--- src/rtl/mem_access_unit_if.sv ---
// ---------------------------------------------------------------------------
//  mem_access_unit_if : CPU request/response and memory strobe bundle
//  Revision: 1.0 - initial release
// ---------------------------------------------------------------------------
`default_nettype none

interface mem_access_unit_if;
    logic        cpu_req;
    logic        cpu_we;
    logic [31:0] cpu_addr;
    logic [31:0] cpu_wdata;
    logic [1:0]  cpu_size;
    logic        cpu_signed;
    logic        cpu_ready;
    logic        cpu_done;
    logic [31:0] cpu_rdata;
    logic        cpu_err;
    logic [31:0] mem_addr;
    logic [31:0] mem_wdata;
    logic [1:0]  mem_size;
    logic        mem_we;
    logic        mem_re;
    logic [31:0] mem_rdata;

    // Environment side: issues CPU requests and returns memory read data.
    modport master (
        output cpu_req, cpu_we, cpu_addr, cpu_wdata, cpu_size, cpu_signed, mem_rdata,
        input  cpu_ready, cpu_done, cpu_rdata, cpu_err,
        input  mem_addr, mem_wdata, mem_size, mem_we, mem_re
    );

    // Unit side.
    modport slave (
        input  cpu_req, cpu_we, cpu_addr, cpu_wdata, cpu_size, cpu_signed, mem_rdata,
        output cpu_ready, cpu_done, cpu_rdata, cpu_err,
        output mem_addr, mem_wdata, mem_size, mem_we, mem_re
    );
endinterface

`default_nettype wire

--- src/rtl/mem_access_unit.sv ---
// ---------------------------------------------------------------------------
//  mem_access_unit : load/store unit with lane extraction and byte splitting
//  Revision: 1.0 - initial release
// ---------------------------------------------------------------------------
`default_nettype none

module mem_access_unit #(
    parameter bit SPLIT_EN = 1'b1
) (
    input  logic             clock,
    input  logic             reset,
    mem_access_unit_if.slave bus
);

    localparam logic [1:0] IDLE   = 2'd0;
    localparam logic [1:0] ACCESS = 2'd1;
    localparam logic [1:0] SPLIT  = 2'd2;
    localparam logic [1:0] DONE   = 2'd3;

    logic [1:0]  r_state;
    logic        r_we;
    logic        r_signed;
    logic [1:0]  r_size;
    logic [31:0] r_wdata;
    logic [1:0]  r_cnt;
    logic [31:0] r_rdata;
    logic        r_err;
    logic [31:0] r_mem_addr;
    logic [31:0] r_mem_wdata;
    logic [1:0]  r_mem_size;
    logic        r_mem_we;
    logic        r_mem_re;

    logic        w_aligned;
    logic        w_illegal;
    logic [7:0]  w_byte;
    logic [15:0] w_half;
    logic [31:0] w_load_val;
    logic        w_split_last;
    logic [1:0]  w_cnt_next;
    logic [7:0]  w_wbyte_next;
    logic [31:0] w_asm;
    logic [31:0] w_asm_ext;

    assign w_aligned = (bus.cpu_size == 2'd0) ||
                       ((bus.cpu_size == 2'd1) && !bus.cpu_addr[0]) ||
                       ((bus.cpu_size == 2'd3) && (bus.cpu_addr[1:0] == 2'b00));
    assign w_illegal = (bus.cpu_size == 2'd2) || (!w_aligned && !SPLIT_EN);

    // Lane selection follows the address currently on the memory bus,
    // which equals the request address in ACCESS and addr+i in SPLIT.
    always_comb begin
        w_byte = 8'd0;
        case (r_mem_addr[1:0])
            2'd0:    w_byte = bus.mem_rdata[7:0];
            2'd1:    w_byte = bus.mem_rdata[15:8];
            2'd2:    w_byte = bus.mem_rdata[23:16];
            default: w_byte = bus.mem_rdata[31:24];
        endcase
    end

    assign w_half = r_mem_addr[1] ? bus.mem_rdata[31:16] : bus.mem_rdata[15:0];

    always_comb begin
        w_load_val = bus.mem_rdata;
        case (r_size)
            2'd0:    w_load_val = r_signed ? {{24{w_byte[7]}}, w_byte} : {24'd0, w_byte};
            2'd1:    w_load_val = r_signed ? {{16{w_half[15]}}, w_half} : {16'd0, w_half};
            default: w_load_val = bus.mem_rdata;
        endcase
    end

    assign w_split_last = (r_size == 2'd3) ? (r_cnt == 2'd3) : (r_cnt == 2'd1);
    assign w_cnt_next   = r_cnt + 2'd1;

    always_comb begin
        w_wbyte_next = 8'd0;
        case (w_cnt_next)
            2'd0:    w_wbyte_next = r_wdata[7:0];
            2'd1:    w_wbyte_next = r_wdata[15:8];
            2'd2:    w_wbyte_next = r_wdata[23:16];
            default: w_wbyte_next = r_wdata[31:24];
        endcase
    end

    // r_rdata is cleared at accept, so each split byte can simply be OR-ed in.
    assign w_asm     = r_rdata | ({24'd0, w_byte} << {r_cnt, 3'b000});
    assign w_asm_ext = (w_split_last && (r_size == 2'd1) && r_signed) ?
                       {{16{w_asm[15]}}, w_asm[15:0]} : w_asm;

    always_ff @(posedge clock or posedge reset) begin
        if (reset) begin
            r_state     <= IDLE;
            r_we        <= 1'b0;
            r_signed    <= 1'b0;
            r_size      <= 2'd0;
            r_wdata     <= 32'd0;
            r_cnt       <= 2'd0;
            r_rdata     <= 32'd0;
            r_err       <= 1'b0;
            r_mem_addr  <= 32'd0;
            r_mem_wdata <= 32'd0;
            r_mem_size  <= 2'd0;
            r_mem_we    <= 1'b0;
            r_mem_re    <= 1'b0;
        end else begin
            case (r_state)
                IDLE: begin
                    if (bus.cpu_req) begin
                        r_we     <= bus.cpu_we;
                        r_signed <= bus.cpu_signed;
                        r_size   <= bus.cpu_size;
                        r_wdata  <= bus.cpu_wdata;
                        r_cnt    <= 2'd0;
                        r_rdata  <= 32'd0;
                        if (w_illegal) begin
                            r_err   <= 1'b1;
                            r_state <= DONE;
                        end else begin
                            r_err      <= 1'b0;
                            r_mem_addr <= bus.cpu_addr;
                            r_mem_we   <= bus.cpu_we;
                            r_mem_re   <= !bus.cpu_we;
                            if (w_aligned) begin
                                r_state     <= ACCESS;
                                r_mem_size  <= bus.cpu_size;
                                r_mem_wdata <= bus.cpu_wdata;
                            end else begin
                                r_state     <= SPLIT;
                                r_mem_size  <= 2'd0;
                                r_mem_wdata <= {24'd0, bus.cpu_wdata[7:0]};
                            end
                        end
                    end
                end
                ACCESS: begin
                    if (!r_we) begin
                        r_rdata <= w_load_val;
                    end
                    r_mem_we <= 1'b0;
                    r_mem_re <= 1'b0;
                    r_state  <= DONE;
                end
                SPLIT: begin
                    if (!r_we) begin
                        r_rdata <= w_asm_ext;
                    end
                    if (w_split_last) begin
                        r_mem_we <= 1'b0;
                        r_mem_re <= 1'b0;
                        r_state  <= DONE;
                    end else begin
                        r_cnt       <= w_cnt_next;
                        r_mem_addr  <= r_mem_addr + 32'd1;
                        r_mem_wdata <= {24'd0, w_wbyte_next};
                    end
                end
                DONE: begin
                    r_state <= IDLE;
                end
                default: begin
                    r_state <= IDLE;
                end
            endcase
        end
    end

    assign bus.cpu_ready = (r_state == IDLE);
    assign bus.cpu_done  = (r_state == DONE);
    assign bus.cpu_rdata = r_rdata;
    assign bus.cpu_err   = r_err;
    assign bus.mem_addr  = r_mem_addr;
    assign bus.mem_wdata = r_mem_wdata;
    assign bus.mem_size  = r_mem_size;
    assign bus.mem_we    = r_mem_we;
    assign bus.mem_re    = r_mem_re;

endmodule

`default_nettype wire

--- src/flat_wrapper.sv ---
// flat-port wrapper written by rule: the top's interface ports become plain ports
module mem_access_unit_flat 
#(
    parameter bit SPLIT_EN = 1'b1
)
  (clock, reset, bus_cpu_req, bus_cpu_we, bus_cpu_addr, bus_cpu_wdata, bus_cpu_size, bus_cpu_signed, bus_mem_rdata, bus_cpu_ready, bus_cpu_done, bus_cpu_rdata, bus_cpu_err, bus_mem_addr, bus_mem_wdata, bus_mem_size, bus_mem_we, bus_mem_re);
  mem_access_unit_if bus_i ();
  input  logic clock;
  input  logic reset;
  input wire logic [$bits(bus_i.cpu_req)-1:0] bus_cpu_req;
  input wire logic [$bits(bus_i.cpu_we)-1:0] bus_cpu_we;
  input wire logic [$bits(bus_i.cpu_addr)-1:0] bus_cpu_addr;
  input wire logic [$bits(bus_i.cpu_wdata)-1:0] bus_cpu_wdata;
  input wire logic [$bits(bus_i.cpu_size)-1:0] bus_cpu_size;
  input wire logic [$bits(bus_i.cpu_signed)-1:0] bus_cpu_signed;
  input wire logic [$bits(bus_i.mem_rdata)-1:0] bus_mem_rdata;
  output wire logic [$bits(bus_i.cpu_ready)-1:0] bus_cpu_ready;
  output wire logic [$bits(bus_i.cpu_done)-1:0] bus_cpu_done;
  output wire logic [$bits(bus_i.cpu_rdata)-1:0] bus_cpu_rdata;
  output wire logic [$bits(bus_i.cpu_err)-1:0] bus_cpu_err;
  output wire logic [$bits(bus_i.mem_addr)-1:0] bus_mem_addr;
  output wire logic [$bits(bus_i.mem_wdata)-1:0] bus_mem_wdata;
  output wire logic [$bits(bus_i.mem_size)-1:0] bus_mem_size;
  output wire logic [$bits(bus_i.mem_we)-1:0] bus_mem_we;
  output wire logic [$bits(bus_i.mem_re)-1:0] bus_mem_re;
  assign bus_i.cpu_req = bus_cpu_req;
  assign bus_i.cpu_we = bus_cpu_we;
  assign bus_i.cpu_addr = bus_cpu_addr;
  assign bus_i.cpu_wdata = bus_cpu_wdata;
  assign bus_i.cpu_size = bus_cpu_size;
  assign bus_i.cpu_signed = bus_cpu_signed;
  assign bus_i.mem_rdata = bus_mem_rdata;
  assign bus_cpu_ready = bus_i.cpu_ready;
  assign bus_cpu_done = bus_i.cpu_done;
  assign bus_cpu_rdata = bus_i.cpu_rdata;
  assign bus_cpu_err = bus_i.cpu_err;
  assign bus_mem_addr = bus_i.mem_addr;
  assign bus_mem_wdata = bus_i.mem_wdata;
  assign bus_mem_size = bus_i.mem_size;
  assign bus_mem_we = bus_i.mem_we;
  assign bus_mem_re = bus_i.mem_re;
  mem_access_unit #(.SPLIT_EN(SPLIT_EN)) u_core (.clock(clock), .reset(reset), .bus(bus_i));
endmodule
--- config.mk ---
export PLATFORM = sky130hd
export DESIGN_NAME = mem_access_unit_flat
export DESIGN_NICKNAME = d
export VERILOG_FILES = /design/src/rtl/mem_access_unit_if.sv /design/src/rtl/mem_access_unit.sv /design/src/flat_wrapper.sv
export SDC_FILE = /design/constraint.sdc
export NUM_CORES = 1
export LEC_CHECK = 0
export CAP_MARGIN = 20
export CORE_ASPECT_RATIO = 1.75
export CORE_MARGIN = 10
export CORE_UTILIZATION = 40
export DETAILED_ROUTE_END_ITERATION = 7
export PLACE_DENSITY = 0.66
export SLEW_MARGIN = 20
export SYNTH_ARGS = -nofsm -noshare
export SYNTH_HDL_FRONTEND = slang
export SYNTH_SLANG_ARGS = --single-unit
--- constraint.sdc ---
create_clock -name clock -period 5.67 [get_ports clock]
set_input_delay 0.567 -clock clock [delete_from_list [all_inputs] [get_ports clock]]
set_output_delay 0.567 -clock clock [all_outputs]
set_load 0.01 [all_outputs]
==> Word level (Yosys, flattened, before mapping) <==
Cells that the tools add are included.
{ "word_totals": {"register_bits": 141, "out_inout_bits": 103, "wordCells": 99} }
{ "classes": {"n_addsub": 2, "n_eq_ne": 20, "shifts": 1, "mux": 38, "bitwise_logic": 2, "n_reduce_logical": 23} }
{ "op_table": {"columns": ["op", "count"], "rows": [
  ["32-bit 2-to-1 mux", 13],
  ["32-bit one-hot mux with 2 select lines", 3],
  ["32-bit one-hot mux with 3 select lines", 1],
  ["8-bit one-hot mux with 3 select lines", 2],
  ["32-bit by 1-bit adder with 32-bit output (second input constant)", 1],
  ["32-bit bitwise OR", 1],
  ["8-bit by 5-bit << shifter with 32-bit output", 1],
  ["2-bit equality test (second input constant)", 8],
  ["16-bit 2-to-1 mux", 1],
  ["2-bit 2-to-1 mux", 7],
  ["2-bit by 1-bit equality test with 1-bit output (second input constant)", 6],
  ["2-bit logical NOT", 6],
  ["4-bit AND reduction", 3],
  ["2-bit != test (second input constant)", 5],
  ["2-bit one-hot mux with 4 select lines", 1],
  ["1-bit 2-to-1 mux", 7],
  ["1-bit one-hot mux with 3 select lines", 2],
  ["3-bit AND reduction", 2],
  ["1-bit logical AND", 4],
  ["2-bit one-hot mux with 2 select lines", 1],
  ["2-bit AND reduction", 2],
  ["3-bit nonzero test", 1],
  ["2-bit by 1-bit adder with 2-bit output (second input constant)", 1],
  ["1-bit logical NOT", 2],
  ["other kinds (4)", 5]
]} }

==> Logic depth before layout (Yosys ltp) <==
{ "logic_depth": {"word_depth": 8, "mapped_depth": 10} }

==> Worst setup path before layout <==
OpenSTA, ideal clock, no wires.
{ "synth_timing": {"path_type": "reg2reg", "start": "register u_core.r_mem_addr[1] (netlist: u_core.bus.mem_addr[1])", "end": "register u_core.r_rdata[17] (netlist: u_core.bus.cpu_rdata[17])", "setup_ns": 0.126, "t_arrival_ns": 2.460, "t_required_ns": 5.544, "path_slack_ns": 3.084, "stages_incl_launch_ff": 10, "path_buffers": 2, "path_cell_list": "dfrtp_1 clkinv_1 ha_1 buf_2 a222oi_1 a21oi_2 o311a_4 buf_6 o31a_1 a221o_1"} }
{ "synth_between": {"elab_chain_len": 7, "elab_cells_between_ends": 14, "classes_between": "eq/ne: 2; shift: 1; mux: 9; bitwise: 1; reduce/logical: 1"} }
{ "synth_rtl": {"columns": ["item", "line", "rtl"], "rows": [
  ["from (decl)", "mem_access_unit.sv:28", "logic [31:0] r_mem_addr;"],
  ["from (signal assigned)", "mem_access_unit.sv:121", "r_mem_addr <= bus.cpu_addr;"],
  ["from (signal assigned)", "mem_access_unit.sv:154", "r_mem_addr <= r_mem_addr + 32'd1;"],
  ["2-bit equality test (tied with other cells)", "mem_access_unit.sv:54", "case (r_mem_addr[1:0])"],
  ["8-bit one-hot mux with 3 select lines", "mem_access_unit.sv:54", null],
  ["8-bit by 5-bit << shifter with 32-bit output", "mem_access_unit.sv:87", "assign w_asm = r_rdata | ({24'd0, w_byte} << {r_cnt, 3'b000});"],
  ["32-bit bitwise OR", "mem_access_unit.sv:87", null],
  ["32-bit 2-to-1 mux", "mem_access_unit.sv:88", "assign w_asm_ext = (w_split_last && (r_size == 2'd1) && r_signed) ?"],
  ["32-bit 2-to-1 mux", "mem_access_unit.sv:145", "if (!r_we) begin"],
  ["32-bit one-hot mux with 3 select lines (*)", "mem_access_unit.sv:107", "case (r_state)"],
  ["to (signal assigned)", "mem_access_unit.sv:138", "r_rdata <= w_load_val;"],
  ["to (signal assigned)", "mem_access_unit.sv:146", "r_rdata <= w_asm_ext;"],
  ["to (decl)", "mem_access_unit.sv:26", "logic [31:0] r_rdata;"]
]} }
Every way passes the cells marked *; elsewhere a longest branch is shown, timed or not. The select of a mux whose other input is x is not followed.
A chain may end at the register's enable or synchronous reset.

==> Worst setup path in the final report <==
{ "layout_timing": {"start": "register u_core.r_mem_addr[1] (netlist: u_core.bus.mem_addr[1])", "end": "register u_core.r_rdata[31] (netlist: u_core.bus.cpu_rdata[31])"} }
Same word-level chain as after synthesis.

==> metrics.cfg <==
[synth]
yosysWarnings=0
yosys-top-cells-count=141 x dfrtp_1, 134 x nand2_1, 54 x o21ai_0
synth.top_cell.area_share_pct=44.2
syn-num-nets=963
synth-seq-cells=141
syn_inst=847
synthFlopType=dfrtp_1
synth_area_leaders=dfrtp_1 44%, nand2_1 6.3%, mux2_2 5.9%
synth_edf_count=0
synth_top_area_cell=dfrtp_1
synth_area_per_cell_um2=9.42
async_reset_ff_share_pct=100
yosysMostFrequentCell=dfrtp_1
synthesis.area_um2=7980
ys_types=67
ys_seq_area_share_pct=44.2

[power]
ir_worst_vdd_v=0.000318
power_mw=6.21
static-leakage-power_nw=4.55
clock_power_share_pct=19.1
powerDensity_nw_per_um2=576
pwr-share-comb_pct=51.1
power.switching_mw=2.69
sequentialPowerShare_pct=29.8
switching_share_pct=43.3
internal-power_mw=3.52

[detailed_routing]
vias=7808
vias_per_cell=6.11
drt-pass1-iter-count=7
ant_nets=0
totalWireLength_um=30400
drc_errors=0
drt-initial-drc-count=859
wl_per_cell_um=23.8

[cts]
cts_buffers=17
path_clk_slew_ns=0.07
htreeDepth=4
cts_root_buf=clkbuf_16
ctsResizeCount=0
clk_latency_ns=0.43
ctsHoldBuffers=0
cts_tree=built
clkSinkCount=141
post-cts-setup-buffer-count=0
cts_buffer_depth=2

[grt]
grt_max_degree=104
first_global_vias=8103
grt_pass1_wl_um=47200
track_usage_pct=22.8
antenna_found_initial=0
overflow=0

[finish]
stdcell_count=1277
final_util_pct=54.8
drive_gt1_share_pct=9.79
areaGrowthSynthToFinish_pct=35.1
n_antenna_cell=0
nets=1135

[worst_setup_path]
arrival_ns=3.55
r2r-start=u_core.bus.mem_addr[1]$_DFFE_PP0P_
setup.worst_path.end_class=register
cp_max_fo=18
start_kind=register
worstRegToRegCells=7
critPathRequiredTime_ns=5.97
regToRegEndpoint=u_core.bus.cpu_rdata[31]$_DFFE_PP0P_
crit_type=register to register
r2r_slack_ns=2.42

[worst_hold_path]
hold_depth=2
hold_end=u_core.bus.mem_wdata[20]$_DFFE_PP0P_
hold_path.class=register to register
hp-start=u_core.bus.mem_wdata[20]$_DFFE_PP0P_

[die]
initial_core_util_pct=40.6
pin_count=206
rows=68
die_h_um=207
coreArea_um2=19700
dieArea_um2=26200
fp.dieW_um=127

[sta]
worstMarginPinSlew_ns=0.985
min_period_ns=3.25
fin_crit_sh_pct=57.3
hold_viol=0
slew_headroom_pct=34.3
drv_slew=0
clock_skew_ns=0.00798
rsz0062_at_grt=no
finalSetupViolations=0
tns_ns=0
hold_slack_ns=0.468
fmax_mhz=308

[place]
numPortBuffers=205
dp_hpwl_um=22400
gp_congestion=0.914
dp.cells=1245

[job]
cap_violations=0

[run_status]
outcome=finished clean

state kept, by name (all words and copies together) (netlist names), 2 cells and up:
signal / flops
u_core.r_state: 2
u_core.r_cnt: 2
u_core.bus.mem_size: 2
u_core.bus.mem_wdata: 32
u_core.r_size: 2
u_core.r_wdata: 32
u_core.bus.cpu_rdata: 32
u_core.bus.mem_addr: 32
through the flow:
| stage | cell area [um2] | worst slack, ns |
|---|---|---|
| 6_report | 10800 | 2.42 |
| 5_1_grt | 10800 | 2.14 |
| 4_1_cts | 10800 | 2.45 |
| 3_5_place_dp | 10200 | 2.31 |
| 3_3_place_gp | 10200 | 2.32 |
| 2_1_floorplan | 7980 | 1.32 |
placed cells by master (no fill, tap or decap), types with 6 or more instances in the layout:
cell,count
a211oi_1,6
a21o_1,7
a21oi_1,24
a221o_1,29
a222oi_1,16
a22o_1,19
a22oi_1,15
and2_1,8
and3_1,10
and4_1,7
buf_4,9
clkbuf_16,17
clkdlybuf4s50_1,205
dfrtp_1,141
ha_1,12
inv_1,26
mux2_2,42
mux2i_1,16
nand2_1,133
nand2b_1,8
nand3_1,47
nor2_1,29
nor2b_1,9
nor3_1,13
nor4_1,6
o21ai_0,54
o22ai_1,22
o31a_1,14
worst max-delay path, cell delays in order, from the launching register on:
cell	delay (ns)
dfrtp_1	0.74
clkinv_1	0.48
ha_1	0.42
a222oi_1	0.37
a21oi_2	0.20
o311a_4	0.48
nor2b_1	0.16
a221o_1	0.27
power groups by stage:
stage | sequential [mW] | clock [mW] | combinational [mW]
after floorplan | 1.86 | 0 | 1.81
after global placement | 1.85 | 0 | 3.13
after detailed placement | 1.86 | 0 | 3.17
after CTS | 1.85 | 1.20 | 3.18
after global routing | 1.91 | 1.24 | 3.46
final | 1.85 | 1.19 | 3.17
worst max-delay path by stage:
stage / cells past startpoint / endpoint / from / slack, ns
3_3_place_gp: 6 / u_core.bus.mem_addr[12]$_DFFE_PP0P_ / bus_cpu_req / 2.32
6_report: 7 / u_core.bus.cpu_rdata[31]$_DFFE_PP0P_ / u_core.bus.mem_addr[1]$_DFFE_PP0P_ / 2.42
2_1_floorplan: 1 / u_core.bus.cpu_err$_DFFE_PP0P_ / reset / 1.32
4_1_cts: 7 / u_core.bus.mem_addr[12]$_DFFE_PP0P_ / u_core.r_state[0]$_DFFE_PP0P_ / 2.45
3_5_place_dp: 6 / u_core.bus.mem_addr[12]$_DFFE_PP0P_ / bus_cpu_req / 2.31
5_1_grt: 7 / u_core.bus.mem_addr[12]$_DFFE_PP0P_ / u_core.r_state[0]$_DFFE_PP0P_ / 2.14
layer usage:
metal	share of wire, %	track usage, %
met1	35	23.5
met2	53	41.4
met3	7.2	6.37
met4	4.5	11.3
met5	0	0
cell type report:
type / count / area [um2]
well taps: 245 / 307
fillers: 1805 / 8880
inverters: 29 / 114
repair buffers: 214 / 2120
clock buffers: 17 / 425
flip-flops and latches: 141 / 3530
clock inverters: 15 / 198
multi-input cells: 616 / 4090
logic make-up (layout without fill, tap and decap cells):
family	count (synthesis)	count (layout)	synth area share [%]
mux	58	58	7.93
flops	141	141	44.2
simple gates	290	290	17.2
buf+inv	90	275	4.66
fa+ha+maj	13	13	2.04
compound gates	255	255	24.0
(Power assumes the default switching activity.)
